`src/rtl/cart_mbc.sv`:
```
// MBC1-style cartridge mapper: bank-switched ROM, enable-gated bank-switched RAM, bus read mux.
// Define MBC_BANK_MODE_EN to implement the banking-mode register; otherwise mode is fixed at 0.
module cart_mbc #(
    parameter int ROM_BANKS = 64,
    parameter int RAM_BANKS = 4,
    localparam int ROM_AW = $clog2(ROM_BANKS) + 14,
    localparam int RAM_AW = $clog2(RAM_BANKS) + 13
) (
    input  logic              clock,
    input  logic              reset,
    input  logic [15:0]       A,
    input  logic [7:0]        Do,
    output logic [7:0]        Di,
    input  logic              wr_n,
    input  logic              rd_n,
    input  logic              cs_n,
    output logic              hit,
    output logic [ROM_AW-1:0] rom_addr,
    input  logic [7:0]        rom_data,
    output logic [RAM_AW-1:0] ram_addr,
    output logic [7:0]        ram_wdata,
    output logic              ram_we,
    input  logic [7:0]        ram_rdata,
    output logic [6:0]        rom_bank,
    output logic [1:0]        ram_bank,
    output logic              ram_en
);

    localparam logic [6:0] ROM_MASK = 7'(ROM_BANKS - 1);
    localparam logic [1:0] RAM_MASK = 2'(RAM_BANKS - 1);

    logic       ram_en_r;
    logic [4:0] bank_lo;
    logic [1:0] bank_hi;
    logic       mode;
    logic       wr_q;
    logic       wr_act;
    logic       wr_pulse;
    logic       in_rom;
    logic       in_ram;
    logic [6:0] bank_r0;
    logic [6:0] bank_r1;
    logic [6:0] bank_sel;

    assign wr_act   = !cs_n && !wr_n;
    assign wr_pulse = wr_act && !wr_q;
    assign in_rom   = !A[15];
    assign in_ram   = (A[15:13] == 3'b101);

    // Registers change only on the leading cycle of a write, so a long strobe commits once.
    always_ff @(posedge clock or negedge reset) begin
        if (!reset) begin
            wr_q     <= 1'b0;
            ram_en_r <= 1'b0;
            bank_lo  <= 5'd1;
            bank_hi  <= 2'd0;
        end else begin
            wr_q <= wr_act;
            if (wr_pulse) begin
                case (A[15:13])
                    3'b000:  ram_en_r <= (Do[3:0] == 4'hA);
                    3'b001:  bank_lo  <= (Do[4:0] == 5'd0) ? 5'd1 : Do[4:0];
                    3'b010:  bank_hi  <= Do[1:0];
                    default: ;
                endcase
            end
        end
    end

`ifdef MBC_BANK_MODE_EN
    always_ff @(posedge clock or negedge reset) begin
        if (!reset) begin
            mode <= 1'b0;
        end else if (wr_pulse && A[15:13] == 3'b011) begin
            mode <= Do[0];
        end
    end
`else
    assign mode = 1'b0;
`endif

    // Out-of-range banks wrap by masking to the populated bank count.
    assign bank_r1  = {bank_hi, bank_lo} & ROM_MASK;
    assign bank_r0  = (mode ? {bank_hi, 5'b0} : 7'd0) & ROM_MASK;
    assign bank_sel = A[14] ? bank_r1 : bank_r0;
    assign rom_addr = ROM_AW'({bank_sel, A[13:0]});
    assign rom_bank = bank_r1;

    assign ram_bank  = (mode ? bank_hi : 2'd0) & RAM_MASK;
    assign ram_addr  = RAM_AW'({ram_bank, A[12:0]});
    assign ram_wdata = Do;
    assign ram_we    = wr_pulse && in_ram && ram_en_r;
    assign ram_en    = ram_en_r;

    assign hit = !cs_n && !rd_n && (in_rom || in_ram);

    always_comb begin
        Di = 8'hFF;
        if (hit) begin
            if (in_rom) begin
                Di = rom_data;
            end else if (ram_en_r) begin
                Di = ram_rdata;
            end
        end
    end

endmodule

```
`config.mk`:
```
export PLATFORM = sky130hd
export DESIGN_NAME = cart_mbc
export DESIGN_NICKNAME = d
export VERILOG_FILES = /design/src/rtl/cart_mbc.sv
export SDC_FILE = /design/constraint.sdc
export NUM_CORES = 1
export LEC_CHECK = 0
export BUFFER_PORTS_ARGS = -buffer_cell sky130_fd_sc_hd__buf_2
export CORE_MARGIN = 8
export CORE_UTILIZATION = 31
export CTS_CLUSTER_SIZE = 8
export DETAILED_ROUTE_END_ITERATION = 12
export HOLD_SLACK_MARGIN = 0.02
export PLACE_DENSITY = 0.89
export SETUP_SLACK_MARGIN = 0.15
export SLEW_MARGIN = 10
export SYNTH_ARGS = -nofsm -noshare
export SYNTH_HDL_FRONTEND = slang
export SYNTH_SLANG_ARGS = --single-unit
```
`constraint.sdc`:
```
create_clock -name clock -period 1.7 [get_ports clock]
set_input_delay 0.34 -clock clock [delete_from_list [all_inputs] [get_ports clock]]
set_output_delay 0.34 -clock clock [all_outputs]
set_load 0.01 [all_outputs]
```
; ---- Yosys cells after proc, flatten, opt, wreduce, memory -nomap -nowiden
; Cells that the tools add are included.
[word_totals]
elab_cells = 30
register_bits = 8
input_bits = 45
out_inout_bits = 63
[op_classes]
muxes = 5
reduce_logical = 17
n_eq_ne = 4
[ops]
columns = op, n
row1 = 2-to-1 mux 8 bit, 3
row2 = logical AND 1 bit, 6
row3 = 2-to-1 mux 6 bit, 1
row4 = AND reduction 2 bit, 3
row5 = logical NOT 1 bit, 5
row6 = logical NOT 5 bit, 1
row7 = 2-to-1 mux 5 bit, 1
row8 = == test 4 bit (second input constant), 1
row9 = == test 3 x 1 -> 1 bit (second input constant), 1
row10 = == test 3 x 2 -> 1 bit (second input constant), 1
row11 = == test 3 bit (second input constant), 1
row12 = logical NOT 3 bit, 1
row13 = logical OR 1 bit, 1

; ---- Logic depth before layout (Yosys ltp)
[depth]
ltp_word = 5
ltp_mapped = 4
depth_no_buf = 3

; ---- Worst setup path after synthesis
; OpenSTA, ideal clock, no wires.
[synth_timing]
kind = input-to-reg
start = input port cs_n
end = register bank_lo[1]
path_slack_ns = 0.114
n_path_buf = 1
arrival_time_ns = 1.461
required_time_ns = 1.575
cell_stages = 4
setup_time_ns = 0.125
path_cell_list = or3_4 > or3_1 > buf_6 > mux2_4
[synth_via]
elab_chain_len = 4
[synth_rtl]
columns = element, line
row1 = from (decl), 16  ; input logic cs_n,
row2 = logical NOT 1 bit, 45  ; assign wr_act = !cs_n && !wr_n;
row3 = logical AND 1 bit, 45
row4 = logical AND 1 bit, 46  ; assign wr_pulse = wr_act && !wr_q;
row5 = AND reduction 2 bit (no source line), n/a
row6 = to (signal assigned), 62  ; 3'b001: bank_lo <= (Do[4:0] == 5'd0) ? 5'd1 : Do[4:0];
row7 = to (decl), 33  ; logic [4:0] bank_lo;
; No other way between the ends.
; A chain may end at the register's enable or synchronous reset.

; ---- Worst setup path in the final report
[layout_timing]
start = register wr_q
end = output port ram_we
[layout_via]
elab_chain_len = 4
[layout_rtl]
columns = element, line
row1 = from (decl), 36  ; logic wr_q;
row2 = from (signal assigned), 58  ; wr_q <= wr_act;
row3 = logical NOT 1 bit, 46
row4 = logical AND 1 bit, 46
row5 = logical AND 1 bit (2 in series), 92  ; assign ram_we = wr_pulse && in_ram && ram_en_r;
row6 = to (decl), 22  ; output logic ram_we,
; No other way between the ends.

==> out/metrics.yaml <==
routing:
  post_drt_wl_per_cell_um: 14.9
  drt.antenna.violating_nets: 0
  dr.pass1.iters: 4
  vias_per_cell: 4.39
  routed_wl_um: 2290
  num_vias: 676
  drtIter0Drc: 19
  remaining_drc_errors: 0
synth:
  yosysTopAreaCell: "buf_4"
  syn_inst: 93
  yosysWarnings: 0
  ys_types: 22
  synth.area.top_cells: "buf_4, dfrtp_1, mux2_4"
  yosysSeqAreaShare_pct: 24.6
  synth.cell_area_um2: 818
  synth-seq-cells: 8
  avgSynthCellArea_um2: 8.80
  yosysTopAreaCellShare_pct: 36.7
sta:
  fmax_mhz: 615
  slew_viol_final: 0
  hold_viol: 0
  setup_viol_count_final: 0
  finClkSkew_ns: 0.00239
  period_minus_slack_ns: 1.63
  fin_ws_ns: 0.0745
  post-route-period-util_pct: 95.6
  rsz0062_at_grt: "yes"
clock_tree:
  worstSkewPairLatency_ns: 0.25
  clkTransAtPathRegs_ns: 0.05
  cts_root_buf: "clkbuf_4"
  clockBufferDepth: 2
  clkSinkCount: 8
  cts.htree.levels: 1
  numCtsBuffers: 3
  cts_tree: "built"
critical_path:
  r2r_cells: 3
  critPathKind: "flip-flop to output port"
  critical_path.endpoint: "ram_we"
  cp_max_fo: 4
  slowest_delay_ns: 0.36
  critPathArrivalTime_ns: 1.29
  cp_num_buf_inv: 1
  path_cells: "or3_4 > nor3_2 > buf_2"
  crit_path_start_kind: "flip-flop"
  cp.required_ns: 1.36
  cp_slowest_cell: "dfrtp_1"
  cpLargestDelayFamily: "simple AND/OR/NAND/NOR gates"
  r2r-start: "wr_q$_DFF_PN0_"
  reg2reg_slack_ns: 0.16
  end_kind: "output port"
  worst_r2r_endpoint: "bank_hi[0]$_DFFE_PN0P_"
  cp-startpoint: "wr_q$_DFF_PN0_"
  cp.depth: 3
cells_and_area:
  fill_cells: 239
  layout_common_cells: "buf_2, o22ai_1, dfrtp_1, nand2_1, and2_1"
  area_growth_pct: 19.9
  final_util_pct: 39.2
  drive_above_1_share_pct: 66.1
  antenna_cells: 0
  nets: 170
  layout_commonest_cell: "buf_2"
flow_run:
  max_cap_violations: 0
outcome:
  outcome: "finished clean"
floorplan:
  pin_count: 108
  die_width_um: 67.4
  die_y_um: 67.4
  rows: 18
  core_mm2: 0.00250
  initial_core_util_pct: 32.7
  die-area_mm2: 0.00454
place:
  hpwlAfterDp_um: 1780
  port_buffers: 57
  dp_slack_ns: -0.0469
  gp_congestion: 0.740
power_and_ir_drop:
  vdd_drop_max_mv: 0.483
  powerDensity_mw_per_mm2: 694
  fin_total_pwr_w: 0.000681
  power_leakage_nw: 0.530
global_routing:
  overflow: 0
  grt_pass1_vias: 723
  grt_pass1_wl_um: 3200
  grt_max_degree: 14
  track_usage_pct: 8.81
  antenna_found_initial: 0
worst_hold_path:
  holdCritPathClass: "primary input to flip-flop"
[sequential cells by signal, summed over array words and instances, names as in the netlist]
signal   flops
bank_hi      1
bank_lo      5
ram_en       1
wr_q         1
[worst min-delay path by stage]
stage / from / endpoint / cells past startpoint
6_report: wr_n / wr_q$_DFF_PN0_ / 2
5_1_grt: wr_n / wr_q$_DFF_PN0_ / 2
4_1_cts: wr_n / wr_q$_DFF_PN0_ / 2
3_5_place_dp: reset / wr_q$_DFF_PN0_ / 1
3_3_place_gp: reset / wr_q$_DFF_PN0_ / 1
2_1_floorplan: reset / bank_hi[0]$_DFFE_PN0P_ / 0
[kinds of logic (layout without fill, tap and decap cells)]
family | Yosys count | in the layout | share of synthesized area (%)
compound gates | 9 | 9 | 7.65
flops | 8 | 8 | 24.6
mux | 7 | 7 | 11.3
other cells | 1 | 5 | 0.458
simple gates | 25 | 25 | 17.0
buf+inv | 43 | 70 | 39.0
[repair_timing]
item	in CTS	in global routing
endpoints found under the setup margin	14	12
hold buffers	1	0
buffers inserted	1	1
hold endpoints to repair	7	0
gates resized for setup	5	7
gates cloned	1	0
[power by group]
group	leakage, nW	switching [W]	internal [W]
Combinational	0.415	0.000126	0.000142
Clock	0.0150	0.0000638	0.0000897
Sequential	0.0993	0.0000277	0.000232
Total	0.530	0.000218	0.000463
[cells in the mapped netlist, drive strengths merged]
cell	number
inv	1
nor2	2
nand2	9
mux2	6
mux2i	1
and2	6
nor4b	1
o22ai	8
nor4bb	1
or3	2
dfstp	1
nand2b	1
dfrtp	7
conb	1
a211oi	1
buf	42
nor3	1
nor4	2
[routing by layer]
metal	GRT usage, %	share of wire, %
met5	0	0
met4	5.22	1.7
met3	4.14	9.7
met2	14.1	49
met1	9.33	39
[stage by stage]
stage | area (µm²) | cells | hold slack (ns) | setup TNS, ns
finish | 981 | 154 | 0.257 | 0
CTS | 940 | 153 | 0.254 | 0
detailed placement | 871 | 146 | 0.191 | -0.179
global route | 981 | 154 | 0.252 | 0
floorplan | 833 | 97 | 0.0444 | 0
global placement | 871 | 146 | 0.187 | -0.136
[final cells by class]
class                   instances  area, µm²  share of cell area, %
inverters                       1       3.75                  0.383
well taps                      30       37.5                   3.83
flip-flops and latches          8        201                   20.5
clock buffers                   4       26.3                   2.68
multi-input cells              46        350                   35.7
repair buffers                 65        362                   36.9
Power figures use the tool's default switching activity.
